## src/rtl/arbitro_mux8.sv

```systemverilog
`default_nettype none
// +--------------------------------------------------------------------------+
// | Module      : arbitro_mux8                                               |
// | Description : Round-robin arbiter driving the select of an 8-input,      |
// |               32-bit mux; moves bursts of up to RAJADA_MAX beats per     |
// |               grant into a registered output slot with ready handshake.  |
// | Revision    : 1.0 - initial release                                      |
// +--------------------------------------------------------------------------+
module arbitro_mux8 #(
  parameter int unsigned RAJADA_MAX = 4
) (
  input  logic        clk,
  input  logic        reset_n,
  input  logic [7:0]  req,
  input  logic [31:0] entrada_mux,
  input  logic        pronto,
  output logic [2:0]  controlador,
  output logic [7:0]  ack,
  output logic [31:0] saida,
  output logic        saida_valida,
  output logic        ocupado
);

  localparam logic [4:0] C_RAJADA = 5'(RAJADA_MAX);

  typedef enum logic [1:0] {
    OCIOSO    = 2'd0,
    TRANSFERE = 2'd1,
    ESPERA    = 2'd2
  } estado_t;

  estado_t     r_state;
  estado_t     w_state_nxt;
  logic [2:0]  r_controlador, w_ctrl_nxt;
  logic [2:0]  r_ponteiro,    w_ptr_nxt;
  logic [3:0]  r_contador,    w_cnt_nxt;
  logic [31:0] r_saida,       w_saida_nxt;
  logic        r_saida_valida, w_valid_nxt;
  logic [7:0]  w_ack;
  logic        w_capture;

  logic [2:0]  w_winner;
  logic [2:0]  w_scan_idx;
  logic        w_found;
  logic        w_req_sel;
  logic        w_slot_free;
  logic        w_last;

  // Rotating priority search: first requester at or above the pointer, modulo 8.
  always_comb begin
    w_winner   = 3'd0;
    w_scan_idx = 3'd0;
    w_found    = 1'b0;
    for (int i = 0; i < 8; i++) begin
      w_scan_idx = r_ponteiro + 3'(i);
      if (!w_found && req[w_scan_idx]) begin
        w_winner = w_scan_idx;
        w_found  = 1'b1;
      end
    end
  end

  assign w_req_sel   = req[r_controlador];
  assign w_slot_free = !r_saida_valida || pronto;
  assign w_last      = ({1'b0, r_contador} + 5'd1) == C_RAJADA;

  // Next-state, datapath next values and the combinational ack pulse.
  always_comb begin
    w_state_nxt = r_state;
    w_ctrl_nxt  = r_controlador;
    w_ptr_nxt   = r_ponteiro;
    w_cnt_nxt   = r_contador;
    w_saida_nxt = r_saida;
    w_valid_nxt = r_saida_valida;
    w_ack       = 8'd0;
    w_capture   = 1'b0;

    // Downstream drain; a capture below in the same cycle overrides it.
    if (r_saida_valida && pronto) begin
      w_valid_nxt = 1'b0;
    end

    case (r_state)
      OCIOSO: begin
        if (w_found) begin
          w_ctrl_nxt  = w_winner;
          w_cnt_nxt   = 4'd0;
          w_state_nxt = TRANSFERE;
        end
      end
      TRANSFERE: begin
        if (!w_req_sel) begin
          // Requester gave up early: release without a beat.
          w_ptr_nxt   = r_controlador + 3'd1;
          w_state_nxt = OCIOSO;
        end else if (w_slot_free) begin
          w_capture              = 1'b1;
          w_ack[r_controlador]   = 1'b1;
          w_saida_nxt            = entrada_mux;
          w_valid_nxt            = 1'b1;
          w_cnt_nxt              = r_contador + 4'd1;
          if (w_last) begin
            w_ptr_nxt   = r_controlador + 3'd1;
            w_state_nxt = OCIOSO;
          end
        end else begin
          w_state_nxt = ESPERA;
        end
      end
      ESPERA: begin
        if (pronto) begin
          w_state_nxt = TRANSFERE;
        end
      end
      default: begin
        w_state_nxt = OCIOSO;
      end
    endcase
  end

  // State register.
  always_ff @(posedge clk or negedge reset_n) begin
    if (!reset_n) begin
      r_state <= OCIOSO;
    end else begin
      r_state <= w_state_nxt;
    end
  end

  // Select, pointer, beat counter and output slot registers.
  always_ff @(posedge clk or negedge reset_n) begin
    if (!reset_n) begin
      r_controlador  <= 3'd0;
      r_ponteiro     <= 3'd0;
      r_contador     <= 4'd0;
      r_saida        <= 32'd0;
      r_saida_valida <= 1'b0;
    end else begin
      r_controlador  <= w_ctrl_nxt;
      r_ponteiro     <= w_ptr_nxt;
      r_contador     <= w_cnt_nxt;
      r_saida        <= w_saida_nxt;
      r_saida_valida <= w_valid_nxt;
    end
  end

  assign controlador  = r_controlador;
  assign ack          = w_ack;
  assign saida        = r_saida;
  assign saida_valida = r_saida_valida;
  assign ocupado      = (r_state != OCIOSO);

endmodule
`default_nettype wire

```

## config.mk

```make
export PLATFORM = sky130hd
export DESIGN_NAME = arbitro_mux8
export DESIGN_NICKNAME = d
export VERILOG_FILES = /design/src/rtl/arbitro_mux8.sv
export SDC_FILE = /design/constraint.sdc
export NUM_CORES = 1
export LEC_CHECK = 0
export CAP_MARGIN = 40
export CORE_ASPECT_RATIO = 0.7
export CORE_UTILIZATION = 30
export DETAILED_ROUTE_END_ITERATION = 6
export GPL_TIMING_DRIVEN = 0
export PLACE_DENSITY = 0.56
export SLEW_MARGIN = 20
export SYNTH_ARGS = -nofsm -noshare
export SYNTH_HDL_FRONTEND = slang
export SYNTH_SLANG_ARGS = --single-unit
```

## constraint.sdc

```tcl
create_clock -name clk -period 4.4 [get_ports clk]
set_input_delay 0.88 -clock clk [delete_from_list [all_inputs] [get_ports clk]]
set_output_delay 0.88 -clock clk [all_outputs]
set_load 0.005 [all_outputs]
```

After elaboration in Yosys (flattened, before gate mapping)
Cells that the tools add are included.
{"block": "word_totals", "register_bits": 45}
{"block": "op_classes", "addsub": 10, "n_lt_le_gt_ge": 10, "n_eq_ne": 10, "mux": 56, "n_reduce_logical": 26}
{"op": "3-bit by 4-bit less-than comparator with 1-bit output, second input constant", "n": 9}
{"op": "3-bit 2-to-1 mux", "n": 11}
{"op": "1-bit binary-select mux with 3-bit select", "n": 9}
{"op": "8-bit 2-to-1 mux", "n": 3}
{"op": "1-bit 2-to-1 mux", "n": 22}
{"op": "3-bit adder, second input constant", "n": 4}
{"op": "4-bit 2-to-1 mux", "n": 3}
{"op": "2-bit 2-to-1 mux", "n": 5}
{"op": "1-bit logical AND", "n": 9}
{"op": "3-bit AND reduction", "n": 3}
{"op": "1-bit logical NOT", "n": 8}
{"op": "2-bit inequality test, second input constant", "n": 4}
{"op": "4-bit one-hot mux with 2 select lines", "n": 1}
{"op": "3-bit by 1-bit adder with 3-bit output, second input constant", "n": 2}
{"op": "3-bit by 2-bit adder with 3-bit output, second input constant", "n": 2}
{"op": "2-bit one-hot mux with 3 select lines", "n": 1}
{"op": "4-bit by 1-bit adder with 5-bit output, second input constant", "n": 1}
{"op": "5-bit by 3-bit equality test with 1-bit output, second input constant", "n": 1}
{"op": "4-bit by 1-bit adder with 4-bit output, second input constant", "n": 1}
{"op": "2-bit by 1-bit inequality test with 1-bit output, second input constant", "n": 2}
{"op": "4-bit inequality test, second input constant", "n": 1}
{"op": "4-bit AND reduction", "n": 1}
{"op": "2-bit nonzero test", "n": 2}
{"op": "1-bit demux with 3-bit select", "n": 1}
{"op": "6 further kinds", "n": 6}

Longest topological paths before layout
{"block": "depth", "word_depth": 26, "ltp_mapped": 13, "mapped_depth_nobuf": 9}

Worst setup path after synthesis
Ideal clock, no wire load.
{"block": "synth_path", "path_type": "input to output", "startpoint": "in req[2]", "endpoint": "out ack[3]", "arrival_time_ns": 2.226, "t_required_ns": 3.520, "slack_ns": 1.294, "cell_stages": 8, "n_path_buf": 2, "cell_sequence": "mux2i_1 > nor3_1 > nor4_1 > nor3_1 > buf_2 > buf_2 > nand2_1 > nor3b_1"}
{"block": "synth_between", "elab_chain_cells": 4}
{"element": "from (decl)", "line": "14", "source": "input logic [7:0] req,"}
{"element": "1-bit binary-select mux with 3-bit select", "line": "63", "source": "assign w_req_sel = req[r_controlador];"}
{"element": "1-bit 2-to-1 mux (not written as such)", "line": "63"}
{"element": "8-bit 2-to-1 mux", "line": "92", "source": "if (!w_req_sel) begin"}
{"element": "8-bit 2-to-1 mux", "line": "83", "source": "case (r_state)"}
{"element": "to (decl)", "line": "18", "source": "output logic [7:0] ack,"}
Every way passes these cells. The select of a mux whose other input is x is not followed.

Worst setup path after layout
{"block": "layout_path", "startpoint": "in req[2]", "endpoint": "out ack[2]"}
The elaborated chain is that of the path after synthesis.

==> impl_metrics.env <==
export IMPL_die_width_um=119
export IMPL_report_final_setup_viol=0
export IMPL_placed_area_sq_mm=0.00393
export IMPL_power_leakage_nw=1.70
export IMPL_worst_skew_pair_late_latency_ns=0.29
export IMPL_crit_path_end_kind="primary output"
export IMPL_relSlewSlack_pct=51.4
export IMPL_finish_cell_count_without_fillers=477
export IMPL_num_vias=2418
export IMPL_run_status="finished, final reports clean"
export IMPL_fin_total_pwr_mw=3.41
export IMPL_design_final_nets=399
export IMPL_peakVddDrop_v=0.000292
export IMPL_half_perimeter_wire_length_after_placement_mm=5.84
export IMPL_worstReg2RegStart="r_ponteiro[0]"
export IMPL_route_detailed_vias_per_inst=5.07
export IMPL_grt_first_pass_wirelength_mm=12.5
export IMPL_skew_ns=0.00477
export IMPL_coreArea_sq_mm=0.00918
export IMPL_worst_setup_endpoint="ack[2]"
export IMPL_detail_route_first_pass_iterations=4
export IMPL_finalCriticalPeriod_ns=4.13
export IMPL_worstReg2RegEnd="controlador[1]"
export IMPL_pwr_share_seq_pct=22.3
export IMPL_internal_power_mw=2.11
export IMPL_finalHoldViolCount=0
export IMPL_htreeDepth=2
export IMPL_switching_share_pct=38.0
export IMPL_hold_buffers=0
export IMPL_crit_required_ns=3.52
export IMPL_synth_net_count=302
export IMPL_route_detailed_wl_per_inst_um=15.9
export IMPL_edff_count_synth=0
export IMPL_proportion_of_register_bits_with_asynchronous_set_or_reset_after_synthesis_pct=100
export IMPL_num_rows=29
export IMPL_max_clock_freq_mhz=242
export IMPL_worst_path_cell_trace="dlygate4sd2_1, mux2i_1, nor3_1, nor4_1, clkdlybuf4s15_2, nor3_4, buf_8, nor4bb_1, clkdlybuf4s50_1"
export IMPL_seq_area_frac_synth_pct=39.2
export IMPL_die_area_sq_mm=0.00998
export IMPL_clockRootBuffer="sky130_fd_sc_hd__clkbuf_16"
export IMPL_place_gp_congestion=0.841
export IMPL_crit_path_start="req[2]"
export IMPL_crit_path_max_incr_delay_ns=0.58
export IMPL_grt_overflow=0
export IMPL_syn_mean_instance_area_sq_um=11.3
export IMPL_synth_top_area_cell="sky130_fd_sc_hd__dfrtp_1"
export IMPL_drive_gt1_share_pct=21.2
export IMPL_drtIter0Drc=224
export IMPL_most_common_cell_after_layout_fill_and_taps_aside="sky130_fd_sc_hd__clkdlybuf4s50_1"
export IMPL_antenna_found_initial=0
export IMPL_mostFrequentLayoutCells="78 x sky130_fd_sc_hd__clkdlybuf4s50_1, 45 x sky130_fd_sc_hd__dfrtp_1, 34 x sky130_fd_sc_hd__mux2_2, 20 x sky130_fd_sc_hd__nand2_1, 12 x sky130_fd_sc_hd__mux4_2"
export IMPL_netlist_instances=255
export IMPL_insertedDiodeCount=0
export IMPL_clockPowerShare_pct=12.8
export IMPL_final_setup_tns_ns=0
export IMPL_layout_filler_cells=850
export IMPL_yosys_most_used_dff="sky130_fd_sc_hd__dfrtp_1"
export IMPL_first_global_vias=2318
export IMPL_chipHeight_um=83.9
export IMPL_cts_sink_count=45
export IMPL_port_buffers=87
export IMPL_initial_core_util_pct=31.3
export IMPL_synth_ff_latch_count=45
export IMPL_area_share_of_the_leading_cell_type_in_the_synthesized_netlist_pct=39.2
export IMPL_synth_warnings=0
export IMPL_cts_made_buffers=5
export IMPL_rsz0062_at_grt="false"
export IMPL_synth_top_cells_by_area="sky130_fd_sc_hd__dfrtp_1 39%, sky130_fd_sc_hd__mux2_2 13%, sky130_fd_sc_hd__mux4_2 9.4%"
export IMPL_path_class="primary input to primary output"
export IMPL_cp_slowest_cell="sky130_fd_sc_hd__clkdlybuf4s50_1"
export IMPL_worst_setup_path_start_kind="primary input"
export IMPL_detail_route_drc_violations=0
export IMPL_regToRegSetupSlack_ns=1.01
export IMPL_timing_max_transition_violations_final=0
export IMPL_seqCellArea_sq_mm=0.00113
export IMPL_multi_input_logic_area_sq_mm=0.00165
export IMPL_timing_hold_worst_class="primary input to asynchronous set/reset pin"
export IMPL_synth_cell_area_sq_mm=0.00287
export IMPL_synthToLayoutAreaGrowth_pct=44.3
export IMPL_grt_util_all_layers_pct=16.1
export IMPL_cts_clk_slew_worst_paths_ns=0.06
export IMPL_comb_power_share_pct=64.9
export IMPL_fin_area_sq_mm=0.00415
export IMPL_numPlacedInstances=468
export IMPL_postRouteAntennaNets=0
export IMPL_worst_slew_pin_transition_ns=0.721
export IMPL_period_share_pct=93.8
export IMPL_power_density_cell_area_mw_per_mm2=822
export IMPL_route_final_wire_length_mm=7.57
export IMPL_clock_path_buffers=2
export IMPL_ff2ff_path_depth=12
export IMPL_power_switching_mw=1.29
export IMPL_ys_types=52
export IMPL_critical_path_max_fanout=19
export IMPL_tritoncts="yes"
export IMPL_grt_start_max_net_pins=32
export IMPL_floorplan_io_pins=88
export IMPL_max_cap_violations=0
export IMPL_arrival_ns=3.25
-- Yosys cell counts (2+ instances only) --
cell / count
sky130_fd_sc_hd__o21bai_1: 2
sky130_fd_sc_hd__nor2_1: 6
sky130_fd_sc_hd__a21o_1: 4
sky130_fd_sc_hd__buf_2: 6
sky130_fd_sc_hd__clkbuf_1: 5
sky130_fd_sc_hd__buf_6: 4
sky130_fd_sc_hd__nand3_1: 3
sky130_fd_sc_hd__nor2b_1: 6
sky130_fd_sc_hd__nor4bb_1: 2
sky130_fd_sc_hd__nor4_1: 2
sky130_fd_sc_hd__dfrtp_1: 45
sky130_fd_sc_hd__ha_1: 4
sky130_fd_sc_hd__and2b_1: 2
sky130_fd_sc_hd__a211oi_1: 3
sky130_fd_sc_hd__nand2_1: 20
sky130_fd_sc_hd__mux4_2: 12
sky130_fd_sc_hd__a21oi_1: 9
sky130_fd_sc_hd__mux2i_1: 8
sky130_fd_sc_hd__nor3_1: 8
sky130_fd_sc_hd__inv_1: 4
sky130_fd_sc_hd__o21ai_0: 9
sky130_fd_sc_hd__o21ai_1: 3
sky130_fd_sc_hd__and2_1: 4
sky130_fd_sc_hd__a22oi_1: 3
sky130_fd_sc_hd__mux2_2: 34
sky130_fd_sc_hd__xor2_1: 3
sky130_fd_sc_hd__a211o_1: 2
sky130_fd_sc_hd__nand3b_1: 6
sky130_fd_sc_hd__nor3b_1: 4
sky130_fd_sc_hd__xnor2_1: 4
sky130_fd_sc_hd__mux2_1: 4
sky130_fd_sc_hd__or2_2: 2
sky130_fd_sc_hd__nand2b_1: 3
-- final cells by class --
cell class	count	share of cell area, %
Clock buffer	7	3.44
Tap cell	124	3.74
Inverter	5	0.453
Sequential cell	45	27.2
Multi-Input combinational cell	190	39.7
Buffer	14	2.38
Clock inverter	1	0.724
Timing Repair Buffer	91	22.4
-- cell families (layout without fill, tap and decap cells) --
logic type | after synthesis | after routing | synth area share [%]
simple gates | 74 | 74 | 14.6
flops | 45 | 45 | 39.2
fa+ha+maj | 4 | 4 | 1.74
buf+inv | 20 | 118 | 3.92
mux | 58 | 58 | 27.1
xor+xnor | 7 | 7 | 2.13
compound gates | 47 | 47 | 11.4
-- flip-flops by register name, indices dropped and copies added (netlist names) --
signal	count
controlador	3
r_state	2
r_contador	4
r_ponteiro	3
saida_valida	1
saida	32
-- per-layer routing --
layer | track usage [%] | part of all wire, % | vias up
li1 | - | - | 1147
met1 | 24.0 | 49 | 1184
met2 | 23.0 | 44 | 78
met3 | 3.14 | 6.3 | 9
met4 | 4.83 | 1.3 | 0
met5 | 0 | 0 | -
-- per-stage QoR --
stage	hold WS [ns]	setup WS, ns	util [%]
2_1_floorplan	0.465	1.29	-
4_1_cts	0.499	0.00667	44.8
5_1_grt	0.513	0.153	45.2
6_report	0.502	0.274	45.2
3_3_place_gp	0.487	-0.488	42.5
3_5_place_dp	0.493	-0.555	42.8
-- how the worst min path moves through the flow --
stage                   from             to  cells past startpoint
4_1_cts              reset_n       saida[8]                      1
5_1_grt              reset_n       saida[8]                      1
6_report             reset_n       saida[8]                      1
2_1_floorplan  r_contador[2]  r_contador[2]                      2
3_3_place_gp       saida[16]      saida[16]                      1
3_5_place_dp   r_contador[2]  r_contador[2]                      2
-- timing repair --
| action | 4_1_cts | 5_1_grt |
|---|---|---|
| endpoints found under the setup margin | 8 | 8 |
| buffers inserted | 0 | 2 |
| pin swaps | 0 | 1 |
| gates cloned | 0 | 0 |
| resized for setup | 5 | 8 |
-- power by group through the flow --
stage,sequential (mW),combinational [mW],clock [mW]
after floorplan,0.762,1.40,0
after global placement,0.763,2.16,0
after detailed placement,0.769,2.17,0
after CTS,0.763,2.19,0.454
after global routing,0.792,2.41,0.471
final,0.761,2.21,0.436
-- worst max-delay path, delay by kind of cell --
family	cells	cell delay, ns
buf+inv	4	1.42
mux	1	0.13
simple gates	4	0.81
Note: power is estimated with default switching activity, not from simulation.
